File: config.mk
export PLATFORM = sky130hd
export DESIGN_NAME = instruction_sequencer
export DESIGN_NICKNAME = d
export VERILOG_FILES = /design/src/rtl/seq_pkg.sv /design/src/rtl/seq_watchdog.sv /design/src/rtl/instruction_sequencer.sv
export SDC_FILE = /design/constraint.sdc
export NUM_CORES = 1
export LEC_CHECK = 0
export CAP_MARGIN = 40
export CELL_PAD_IN_SITES_DETAIL_PLACEMENT = 1
export CELL_PAD_IN_SITES_GLOBAL_PLACEMENT = 1
export CORE_MARGIN = 4
export CORE_UTILIZATION = 30
export CTS_CLUSTER_SIZE = 28
export DETAILED_ROUTE_END_ITERATION = 16
export PLACE_DENSITY = 0.71
export SLEW_MARGIN = 15
export SYNTH_ARGS = -nofsm -noshare
export SYNTH_HDL_FRONTEND = slang
export SYNTH_SLANG_ARGS = --single-unit
File: constraint.sdc
create_clock -name clk -period 2.6 [get_ports clk]
set_input_delay 0.52 -clock clk [delete_from_list [all_inputs] [get_ports clk]]
set_output_delay 0.52 -clock clk [all_outputs]
set_load 0.01 [all_outputs]
File: src/rtl/seq_pkg.sv
// Shared definitions for the instruction sequencer: state encoding,
// instruction format codes and J-type condition codes.
// Optional feature macro: SEQ_WATCHDOG_EN (adds the FAULT state).
package seq_pkg;

  typedef enum logic [2:0] {
    ST_IDLE   = 3'd0,
    ST_FETCH  = 3'd1,
    ST_DECODE = 3'd2,
    ST_EXEC   = 3'd3,
`ifdef SEQ_WATCHDOG_EN
    ST_HALTED = 3'd4,
    ST_FAULT  = 3'd5
`else
    ST_HALTED = 3'd4
`endif
  } seq_state_e;

  localparam logic [1:0] FMT_R  = 2'b00;
  localparam logic [1:0] FMT_I  = 2'b01;
  localparam logic [1:0] FMT_J  = 2'b10;
  localparam logic [1:0] FMT_LS = 2'b11;

  localparam logic [2:0] JC_JMP  = 3'b000;
  localparam logic [2:0] JC_JZ   = 3'b001;
  localparam logic [2:0] JC_JNZ  = 3'b010;
  localparam logic [2:0] JC_HALT = 3'b111;

  // J-type words are consumed by the sequencer and never reach control_unit.
  function automatic logic is_jtype(input logic [15:0] word);
    return word[1:0] == FMT_J;
  endfunction

endpackage

File: src/rtl/seq_watchdog.sv
// Run-length watchdog: a down-counter loaded on entry to EXEC; expired is
// raised on the cycle the count reaches terminal count while still in EXEC.
// Only instantiated when SEQ_WATCHDOG_EN is defined.
module seq_watchdog #(
  parameter int LIMIT = 15
) (
  input  logic clk,
  input  logic reset,
  input  logic load,
  input  logic active,
  output logic expired
);

  // Loading LIMIT-1 makes expiry land on the LIMIT-th EXEC cycle.
  localparam logic [3:0] TC_LOAD = 4'(LIMIT - 1);

  logic [3:0] cnt_q;
  logic [3:0] cnt_d;

  // Next count: reload on EXEC entry, count down while in EXEC, hold at zero.
  always_comb begin
    cnt_d = cnt_q;
    if (load) begin
      cnt_d = TC_LOAD;
    end else if (active && (cnt_q != 4'd0)) begin
      cnt_d = cnt_q - 4'd1;
    end
  end

  // Counter register with synchronous reset.
  always_ff @(posedge clk) begin
    if (reset) begin
      cnt_q <= 4'd0;
    end else begin
      cnt_q <= cnt_d;
    end
  end

  assign expired = active && (cnt_q == 4'd0);

endmodule

File: src/rtl/instruction_sequencer.sv
// Program sequencer in front of control_unit: owns the PC, fetches from a
// synchronous ROM, executes J-type jumps/halt locally and hands every other
// instruction to control_unit via one registered run window.
// Optional feature macro: SEQ_WATCHDOG_EN (run-length watchdog + FAULT).
//
// state  | meaning
// -------+-----------------------------------------------------------
// IDLE   | after reset; pc and retired held at 0, waiting for start
// FETCH  | ROM read strobe issued for address pc
// DECODE | ROM word valid; latch it, resolve J-type or go to EXEC
// EXEC   | run high, waiting for done2 from control_unit
// HALTED | HALT executed; start restarts from address 0
// FAULT  | watchdog expired; only reset leaves (watchdog builds only)
module instruction_sequencer
  import seq_pkg::*;
#(
  parameter int ADDR_WIDTH = 8,
  parameter int WDOG_LIMIT = 15
) (
  input  logic                  clk,
  input  logic                  reset,
  input  logic                  start,
  input  logic                  zero,
  input  logic                  done2,
  output logic                  imem_rd_en,
  output logic [ADDR_WIDTH-1:0] imem_addr,
  input  logic [15:0]           imem_rdata,
  output logic [15:0]           instruction,
  output logic                  run,
  output logic [ADDR_WIDTH-1:0] pc,
  output logic                  busy,
  output logic                  halted,
  output logic [15:0]           retired,
  output logic                  fault
);

  if ((ADDR_WIDTH < 1) || (ADDR_WIDTH > 16)) begin : g_bad_addr_width
    $error("instruction_sequencer: ADDR_WIDTH must be 1..16");
  end
  if ((WDOG_LIMIT < 1) || (WDOG_LIMIT > 15)) begin : g_bad_wdog_limit
    $error("instruction_sequencer: WDOG_LIMIT must be 1..15");
  end

  seq_state_e            state_q, state_d;
  logic [ADDR_WIDTH-1:0] pc_q, pc_d;
  logic [15:0]           instr_q, instr_d;
  logic [15:0]           retired_q, retired_d;
  logic                  run_q, run_d;

  logic [ADDR_WIDTH-1:0] pc_inc;
  logic [ADDR_WIDTH-1:0] jump_target;
  logic [15:0]           retired_inc;
  logic                  wdog_expired;

  assign pc_inc      = pc_q + ADDR_WIDTH'(1);
  assign jump_target = ADDR_WIDTH'(imem_rdata[15:8]);
  assign retired_inc = (retired_q == 16'hFFFF) ? retired_q : retired_q + 16'd1;

`ifdef SEQ_WATCHDOG_EN
  logic wdog_load;
  logic wdog_active;

  assign wdog_load   = (state_q != ST_EXEC) && (state_d == ST_EXEC);
  assign wdog_active = (state_q == ST_EXEC);

  seq_watchdog #(
    .LIMIT (WDOG_LIMIT)
  ) u_wdog (
    .clk     (clk),
    .reset   (reset),
    .load    (wdog_load),
    .active  (wdog_active),
    .expired (wdog_expired)
  );
`else
  assign wdog_expired = 1'b0;
`endif

  // Next-state, PC, instruction latch and retire-count logic.
  always_comb begin
    state_d   = state_q;
    pc_d      = pc_q;
    instr_d   = instr_q;
    retired_d = retired_q;

    unique case (state_q)
      ST_IDLE: begin
        pc_d      = '0;
        retired_d = '0;
        if (start) state_d = ST_FETCH;
      end
      ST_FETCH: begin
        state_d = ST_DECODE;
      end
      ST_DECODE: begin
        instr_d = imem_rdata;
        if (!is_jtype(imem_rdata)) begin
          state_d = ST_EXEC;
        end else begin
          retired_d = retired_inc;
          state_d   = ST_FETCH;
          unique case (imem_rdata[4:2])
            JC_JMP:  pc_d = jump_target;
            JC_JZ:   pc_d = zero ? jump_target : pc_inc;
            JC_JNZ:  pc_d = zero ? pc_inc : jump_target;
            JC_HALT: state_d = ST_HALTED;
            default: pc_d = pc_inc;
          endcase
        end
      end
      ST_EXEC: begin
        // done2 wins over a watchdog expiry landing on the same cycle.
        if (done2) begin
          pc_d      = pc_inc;
          retired_d = retired_inc;
          state_d   = ST_FETCH;
        end else if (wdog_expired) begin
`ifdef SEQ_WATCHDOG_EN
          state_d = ST_FAULT;
`endif
        end
      end
      ST_HALTED: begin
        if (start) begin
          pc_d      = '0;
          retired_d = '0;
          state_d   = ST_FETCH;
        end
      end
`ifdef SEQ_WATCHDOG_EN
      ST_FAULT: begin
        state_d = ST_FAULT;
      end
`endif
      default: begin
        state_d = ST_IDLE;
      end
    endcase

    run_d = (state_d == ST_EXEC);
  end

  // State and datapath registers with synchronous reset.
  always_ff @(posedge clk) begin
    if (reset) begin
      state_q   <= ST_IDLE;
      pc_q      <= '0;
      instr_q   <= 16'h0000;
      retired_q <= 16'h0000;
      run_q     <= 1'b0;
    end else begin
      state_q   <= state_d;
      pc_q      <= pc_d;
      instr_q   <= instr_d;
      retired_q <= retired_d;
      run_q     <= run_d;
    end
  end

  assign imem_rd_en  = (state_q == ST_FETCH);
  assign imem_addr   = pc_q;
  assign pc          = pc_q;
  assign instruction = instr_q;
  assign run         = run_q;
  assign retired     = retired_q;
  assign busy        = (state_q == ST_FETCH) || (state_q == ST_DECODE) ||
                       (state_q == ST_EXEC);
  assign halted      = (state_q == ST_HALTED);
`ifdef SEQ_WATCHDOG_EN
  assign fault       = (state_q == ST_FAULT);
`else
  assign fault       = 1'b0;
`endif

endmodule

==> results.md, run 1 <==
- The flow ran to the end, and the final reports show no timing, DRC or antenna violations.
- The worst reg-to-reg path cell count is 7.
- The final critical delay including setup and external delays is 2.26 ns.
- The total power after layout is ~1.5 mW.
- Summed over all layers, the routed wires come to 7220 µm.
- The pin count of the biggest net entering global routing is 34.
- Across the routed clock network, the largest skew measured is 0.00662 ns.
- For the pin with the worst max-slew slack, the measured transition is between 0.6 and 0.7 ns.
- Once the clock tree was built, the resizer swapped 0 gates to a different size.
- The tree built by TritonCTS fans out to 44 sinks.
- The share of the clock period used by the worst path is slightly below 90%.
- Measured along the y axis, the die boundary spans slightly below 100 µm.
- Dividing the detail-routed via count by the number of cells gives 5.24.
- The mean cell area of the mapped netlist is approximately 8.0 µm².
- Once the clock tree was built, the setup fixing pass inserted 0 buffers.
- Cells with a size suffix above 1 make up a little over 8% of the layout.
- CTS placed an instance of sky130_fd_sc_hd__clkbuf_8 at the clock tree root.
- After Yosys synthesis, full adders, half adders and majority gates account for 1.08% of the synthesized area.
- Headroom to the max-slew limit came out at between 50% and 60%.
- The final-layout worst hold slack is 0.457 ns.
- The initial cell density of the core is 31.4%.
- The mapped cell area is between 0.002 and 0.0025 mm².
- Across the run, the number of max-cap violations was 0.
- Yosys mapped the design onto 57 distinct sky130hd cell types.
- The remaining design rule violation count is 0.
- The number of CTS-inserted buffers is 5.
- The source of the worst register-to-register timing path is retired[0].
- The area of the core is 0.00741 mm².
- The critical path arrival is about 2.5 ns.
- Of all flip-flops after synthesis, the portion carrying an async set or reset was 0%.
- The synthesized netlist devotes between 20% and 30% of its cell area to compound gates.
- The number of antenna diodes in the final layout is 0.
- In this run, the number of DRC markers left after iteration 0 of detailed routing was 58.
- From left edge to right edge, the die measures between 90 and 100 µm.
- Internal power comes to 1.04 mW.
- Of the total synthesized cell area, the portion taken by AND, OR, NAND and NOR gates is between 20% and 30%.
- The max-slew violation count is 0.
- The area of the multi-input gates is about 0.0013 mm².
- The number of global-route vias before repair is 2,378.
- The most critical setup path has its startpoint at retired[0].
- The synthesized flop and latch total is 44.
- The switching part of the total power is between 20% and 30%.
- Relative to the synthesized area, the layout overhead comes to 37.3%.
- Based on the critical path, the design can be clocked at up to approximately 0.44 GHz.
- Once placement completed, the tool counted placed cells totaling around 450.
- The maximum fanout count along the critical path is 9.
- Multiplexer cells account for 0.915% of the synthesized area.
- The share of power burned in the clock network is a little under a third.
- The die covers 0.00922 mm².
- The dominant combinational cell family by area after synthesis is simple AND/OR/NAND/NOR gates.
- The final estimated routing congestion in global placement is 0.755.
- During synthesis, Yosys emitted a total of 0 warnings.
- The setup TNS is 0 ns.
- Setup repair after global routing left no endpoint under its margin.
- The global-route wire length before repair is between 10,000 and 15,000 µm.
- Setup violations remaining at the end of the flow were counted as 0.
- The maximum level of the CTS H-tree is 2.
- For this design the total switching power over the nets is 414 µW.
- The count of mapped cells out of synthesis is 289.
- The net total in the final layout is roughly 380.
- The first-pass detailed-route iteration total is 4.
- Of the total power, registers draw roughly 49%.
- The startpoint kind of the worst setup timing path is a register.
- The hold violation total from the final report is 0.
- The xor and xnor area share after synthesis is less than 1%.
- The worst path meets setup with roughly 0.34 ns of slack.
- The aggregate global routing overflow is 0.
- The via count is about 2,400.
- The later-pin clock latency in the skew report is about 0.30 ns.
- The clock passes through at most 2 buffers.
- Prior to clock tree synthesis, the placed netlist has a worst setup slack of 0.0542 ns.
- The most common cell after layout, fill and taps aside is sky130_fd_sc_hd__clkdlybuf4s50_1.
- The share of the Yosys chip area taken by registers is between 30% and 40%.
- Once detail routing completed, the nets flagged for antenna violations numbered 0.
- The number of nets in the synthesized netlist is approximately 310.
- For this run, the number of standard cells in the final layout without fillers is 453.
- The worst-case IR drop observed on VDD is approximately 0.19 mV.
- The endpoint class of the critical path is a register.
- The endpoint identified for the worst register-to-register timing path is retired[3].
- The global-route usage over all layers is 16.0%.
- The clock-pin slew on the worst setup and hold paths is 0.08 ns.
- The worst setup slack for register-to-register paths is roughly 0.34 ns.
- The worst hold path was traced through 2 stages.
- The number of antenna violations at the first check in global routing is 0.
- The total area of sequential cells is approximately 880 µm².
- The tightest min-delay check is of the reg -> reg type.
- The critical path capture point is retired[3].
- The number of port buffers is 72.
- The number of rows created at floorplan is 31.
- Leaving out fill and tap cells, the most frequent cells in the layout are sky130_fd_sc_hd__clkdlybuf4s50_1 (72), sky130_fd_sc_hd__nand2_1 (45), sky130_fd_sc_hd__dfxtp_1 (44), sky130_fd_sc_hd__a21oi_1 (39), sky130_fd_sc_hd__nand3_1 (12).
- The analysis attributes to cell leakage a power of 1.04 nW.
- The critical path is of the reg -> reg type.
- The TritonCTS clock tree is yes.
- The count of hold-fix buffers inserted at cts is 0.
- The required time at the worst-slack endpoint is between 2 and 3 ns.
- Counting flops with a built-in enable in the synthesized netlist gives 0.
- The detailed-placement wirelength estimate is 5260 µm.
- The combinational share of power is between 15 and 20%.
- For this design the ratio of total power to cell area is ~460 mW/mm².
- The number of filler instances in the final layout is between 900 and 1,000.
- The most used flip-flop cell after synthesis is sky130_fd_sc_hd__dfxtp_1.
- In the final routed layout, each cell accounts on average for 15.9 µm.
- The number of top-level pins is 74.
## sequential cells by signal, indices dropped and copies added, names as in the netlist
| name | count |
|---|---|
| imem_addr | 8 |
| instruction | 16 |
| retired | 16 |
| run | 1 |
| state_q | 3 |
## area by class of cell
type	instances	share of cell area (%)
clock buffers	8	2.82
inverters	1	0.118
multi-input cells	217	40.0
flip-flops and latches	44	27.6
well taps	99	3.88
repair buffers	84	25.5
## how the worst min path moves through the flow
stage,startpoint,endpoint
6_report,instruction[5],instruction[5]
5_1_grt,instruction[9],instruction[9]
4_1_cts,instruction[5],instruction[5]
3_5_place_dp,instruction[5],instruction[5]
3_3_place_gp,instruction[7],instruction[7]
2_1_floorplan,instruction[0],instruction[0]
## power by group through the flow
| stage | Combinational (mW) | Clock (mW) | Sequential, mW |
|---|---|---|---|
| 2_1_floorplan | 0.151 | 0 | 0.735 |
| 3_3_place_gp | 0.281 | 0 | 0.728 |
| 3_5_place_dp | 0.289 | 0 | 0.729 |
| 4_1_cts | 0.291 | 0.468 | 0.713 |
| 5_1_grt | 0.320 | 0.498 | 0.716 |
| 6_report | 0.289 | 0.456 | 0.712 |
## through the flow
| step | cell area (µm²) | utilization (%) |
|---|---|---|
| 6_report | 3190 | 43.1 |
| 5_1_grt | 3190 | 43.1 |
| 4_1_cts | 3190 | 43.1 |
| 3_5_place_dp | 3100 | 41.9 |
| 3_3_place_gp | 3090 | 41.7 |
| 2_1_floorplan | 2320 | - |
## cell usage after synthesis (5+ instances only)
cell type	count	area share [%]
sky130_fd_sc_hd__a21oi_1	39	8.4
sky130_fd_sc_hd__nand2_1	45	7.3
sky130_fd_sc_hd__or4_1	9	2.9
sky130_fd_sc_hd__nand2b_1	7	1.9
sky130_fd_sc_hd__nor2_1	7	1.1
sky130_fd_sc_hd__clkbuf_1	9	1.5
sky130_fd_sc_hd__nor3_1	8	1.7
sky130_fd_sc_hd__or3_1	5	1.3
sky130_fd_sc_hd__dfxtp_1	44	38
sky130_fd_sc_hd__buf_4	10	3.2
sky130_fd_sc_hd__nand4_1	5	1.3
sky130_fd_sc_hd__nand3_1	12	2.6
sky130_fd_sc_hd__o21ai_1	7	1.5
sky130_fd_sc_hd__buf_2	6	1.3
sky130_fd_sc_hd__o31ai_1	10	3.2
## metal layers
layer	track usage [%]	share of wire [%]	up-vias
li1	-	-	1181
met4	4.15	1.2	0
met5	0	0	-
met2	26.5	49	38
met3	3.21	3.5	6
met1	21.2	47	1148
## critical path: stages, from the launching register on
cell and delay [ns]:
sky130_fd_sc_hd__dfxtp_1 0.38, sky130_fd_sc_hd__ha_1 0.26, sky130_fd_sc_hd__and4_1 0.28, sky130_fd_sc_hd__and3_1 0.24
sky130_fd_sc_hd__nor2b_2 0.22, sky130_fd_sc_hd__buf_4 0.18, sky130_fd_sc_hd__or4_1 0.47, sky130_fd_sc_hd__a21oi_1 0.16
## cell families after synthesis
family,count (synthesis)
xor+xnor,1
compound gates,85
buf+inv,28
mux,2
simple gates,126
flops,44
other cells,1
fa+ha+maj,2
(Power assumes the default switching activity.)
==> run 2: changes to the inputs <==
- CTS_BUF_LIST: unset -> sky130_fd_sc_hd__clkbuf_16
==> results.md, run 2 (synthesis gave the netlist of run 1 again) <==
- The run finished with clean final reports.
- The share of the clock period used by the worst path is 87.1% (+0.17 points).
- The final critical delay including setup and external delays was 2.26 ns (+0.00433 ns).
- The total placed cells including tap cells is 445 (unchanged).
- The global-route wire length before repair is 11,800 µm (+1.2%).
- The worst-path cell with the longest stage delay is sky130_fd_sc_hd__clkdlybuf4s50_1.
- The required time at the worst-slack endpoint is 2.08 ns (-0.75 ns).
- The slew of the pin with the lowest slew margin is 0.671 ns (-0.00372 ns).
- The worst max-slew margin expressed relative to the limit is 54.9% (+0.25 points).
- The count of hold-fix buffers inserted at cts is 0 (unchanged).
- The maximum ir drop on the vdd rail came to 0.245 mV (+28%).
- The largest stage delay on the critical path is 0.53 ns (+0.06 ns).
- The net total in the final layout is 376 (unchanged).
- The class of the most critical setup path is reg -> out.
- The number of setup violations in the final report is 0 (unchanged).
- The first-iteration detailed-routing DRC count was 55 (-5.2%).
- The number of CTS-inserted buffers is 5 (unchanged).
- The setup TNS was 0 ns (unchanged).
- The later-pin clock latency in the skew report is 0.29 ns (about the same).
- The maximum clock rate is 0.442 GHz (-0.19%).
- The startpoint kind of the worst setup timing path is a register.
- The first-pass detailed-route iteration total is 4 (unchanged).
- The number of port buffers is 72 (unchanged).
- The number of antenna violations at the first check in global routing is 0 (unchanged).
- Setup repair after global routing left no endpoint under its margin.
- The critical path goes through nor2_1, and2_1, clkdlybuf4s50_1.
- The final estimated routing congestion in global placement is 0.755 (unchanged).
- The pin count of the biggest net entering global routing is 34 (unchanged).
- The max-slew violation count was 0 (unchanged).
- The static leakage was 1.07 nW (+2.7%).
- The total length of routed wires is 7250 µm (+0.47%).
- The number of buffers added for setup after CTS was 0 (unchanged).
- The number of antenna cells inserted is 0 (unchanged).
- The hold violation total from the final report is 0 (unchanged).
- The final setup slack of the worst path is 0.336 ns (-0.00433 ns).
- The detailed-placement wirelength estimate is 5260 µm (unchanged).
- The classification of the worst-slack hold path is reg -> reg.
- The total power after layout is 1.60 mW (+9.9%).
- The critical path arrival came to 1.74 ns (-0.74 ns).
- The number of instances resized during post-cts repair is 0 (unchanged).
- The number of global-route vias before repair came to 2,386 (+0.34%).
- The via count is 2,388 (+0.63%).
- The power density over the cells came to 495 mW/mm² (+8.4%).
- The aggregate global routing overflow came to 0 (unchanged).
- The clock-pin slew on the worst setup and hold paths is 0.06 ns (-0.02 ns).
- The maximum fanout count along the critical path came to 8 (-1).
- TritonCTS built the clock tree.
- The worst setup path is captured at an output port.
- The remaining design rule violation count was 0 (unchanged).
- The worst clock skew on the final layout is 0.00628 ns (-0.000337 ns).
- The number of rows created at floorplan was 31 (unchanged).
- Leaving out fill and tap cells, the most frequent cells in the layout are sky130_fd_sc_hd__clkdlybuf4s50_1 (72), sky130_fd_sc_hd__nand2_1 (45), sky130_fd_sc_hd__dfxtp_1 (44), sky130_fd_sc_hd__a21oi_1 (39), sky130_fd_sc_hd__nand3_1 (12).
- The non-filler instance count after layout is 453 (unchanged).
- The overall die width came to 96.0 µm (unchanged).
- The initial cell density of the core is 31.4% (unchanged).
- The area of the core is 0.00741 mm² (unchanged).
- The max-cap violation count was 0 (unchanged).
- The share of layout cells above drive strength 1 is 7.91% (-0.28 points).
- The post-place setup slack is 0.0542 ns (unchanged).
- The global-route usage over all layers is 16.2% (+0.23 points).
- The wire length per cell was 16.0 µm (+0.47%).
- The maximum number of buffers from clock root to sink was 2 (unchanged).
- The area added between synthesis and finish is 39.3%.
- The floorplan die area came to 0.00922 mm² (unchanged).
- The number of clock sinks is 44 (unchanged).
- The vertical extent of the die was 96.0 µm (unchanged).
- The maximum level of the CTS H-tree was 2 (unchanged).
- The number of top-level pins came to 74 (unchanged).
- The library cell used most frequently in the layout, excluding fill and tap cells, is sky130_fd_sc_hd__clkdlybuf4s50_1.
- In this run the clock root is driven by a sky130_fd_sc_hd__clkbuf_16.
- The detail-routed via count per cell is 5.27 (+0.63%).
- The count of antenna-violating nets left after detailed routing is 0 (unchanged).
run 2: cell count changes in the layout (fill, tap and decap cells not counted):
cell                        change
sky130_fd_sc_hd__clkbuf_8       -6
sky130_fd_sc_hd__clkbuf_16      +5
sky130_fd_sc_hd__clkbuf_1       -2
sky130_fd_sc_hd__inv_1          +2
sky130_fd_sc_hd__clkinv_1       +1
run 2: path summary, 6_finish.rpt:
check	startpoint	to	slack, ns	depth (start not counted)
worst max-delay path	state_q[1]	halted	0.34	3
worst min-delay path	instruction[5]	instruction[5]	0.45	2
worst max register to register	retired[0]	retired[3]	0.35	7
worst min register to register	instruction[5]	instruction[5]	0.45	2
run 2: area by class of cell:
| type | instances | area (µm²) |
|---|---|---|
| multi-input combinational | 217 | 1280 |
| inverter | 1 | 3.75 |
| tap | 99 | 124 |
| fill | 896 | 4170 |
| clock inverter | 3 | 11.3 |
| timing repair buffer | 84 | 815 |
| clock buffer | 5 | 125 |
| sequential | 44 | 881 |
run 2: worst max-delay path, delay by kind of cell (launching register included):
kind / cells / cell delay (ns)
buf+inv: 1 / 0.53
simple gates: 2 / 0.55
flops: 1 / 0.38
run 2: metrics by stage:
step           hold slack (ns)  instance area (µm²)  utilization, %
2_1_floorplan            0.481                 2320               -
3_3_place_gp             0.442                 3090            41.7
3_5_place_dp             0.448                 3100            41.9
4_1_cts                  0.456                 3240            43.7
5_1_grt                  0.478                 3240            43.7
6_report                 0.454                 3240            43.7
run 2: metal layers:
| layer | wire [µm] | vias to the layer above | global-route usage, % |
|---|---|---|---|
| met4 | 87 | 0 | 4.50 |
| met2 | 3560 | 40 | 26.9 |
| met3 | 262 | 6 | 3.44 |
| met1 | 3340 | 1155 | 21.2 |
| li1 | - | 1187 | - |
| met5 | 0 | - | 0 |
run 2: where the power goes:
part           total [mW]  internal (mW)  switching, mW
Clock               0.599          0.346          0.253
Combinational       0.290          0.131          0.159
Sequential          0.713          0.696         0.0173
Total                1.60           1.17          0.429
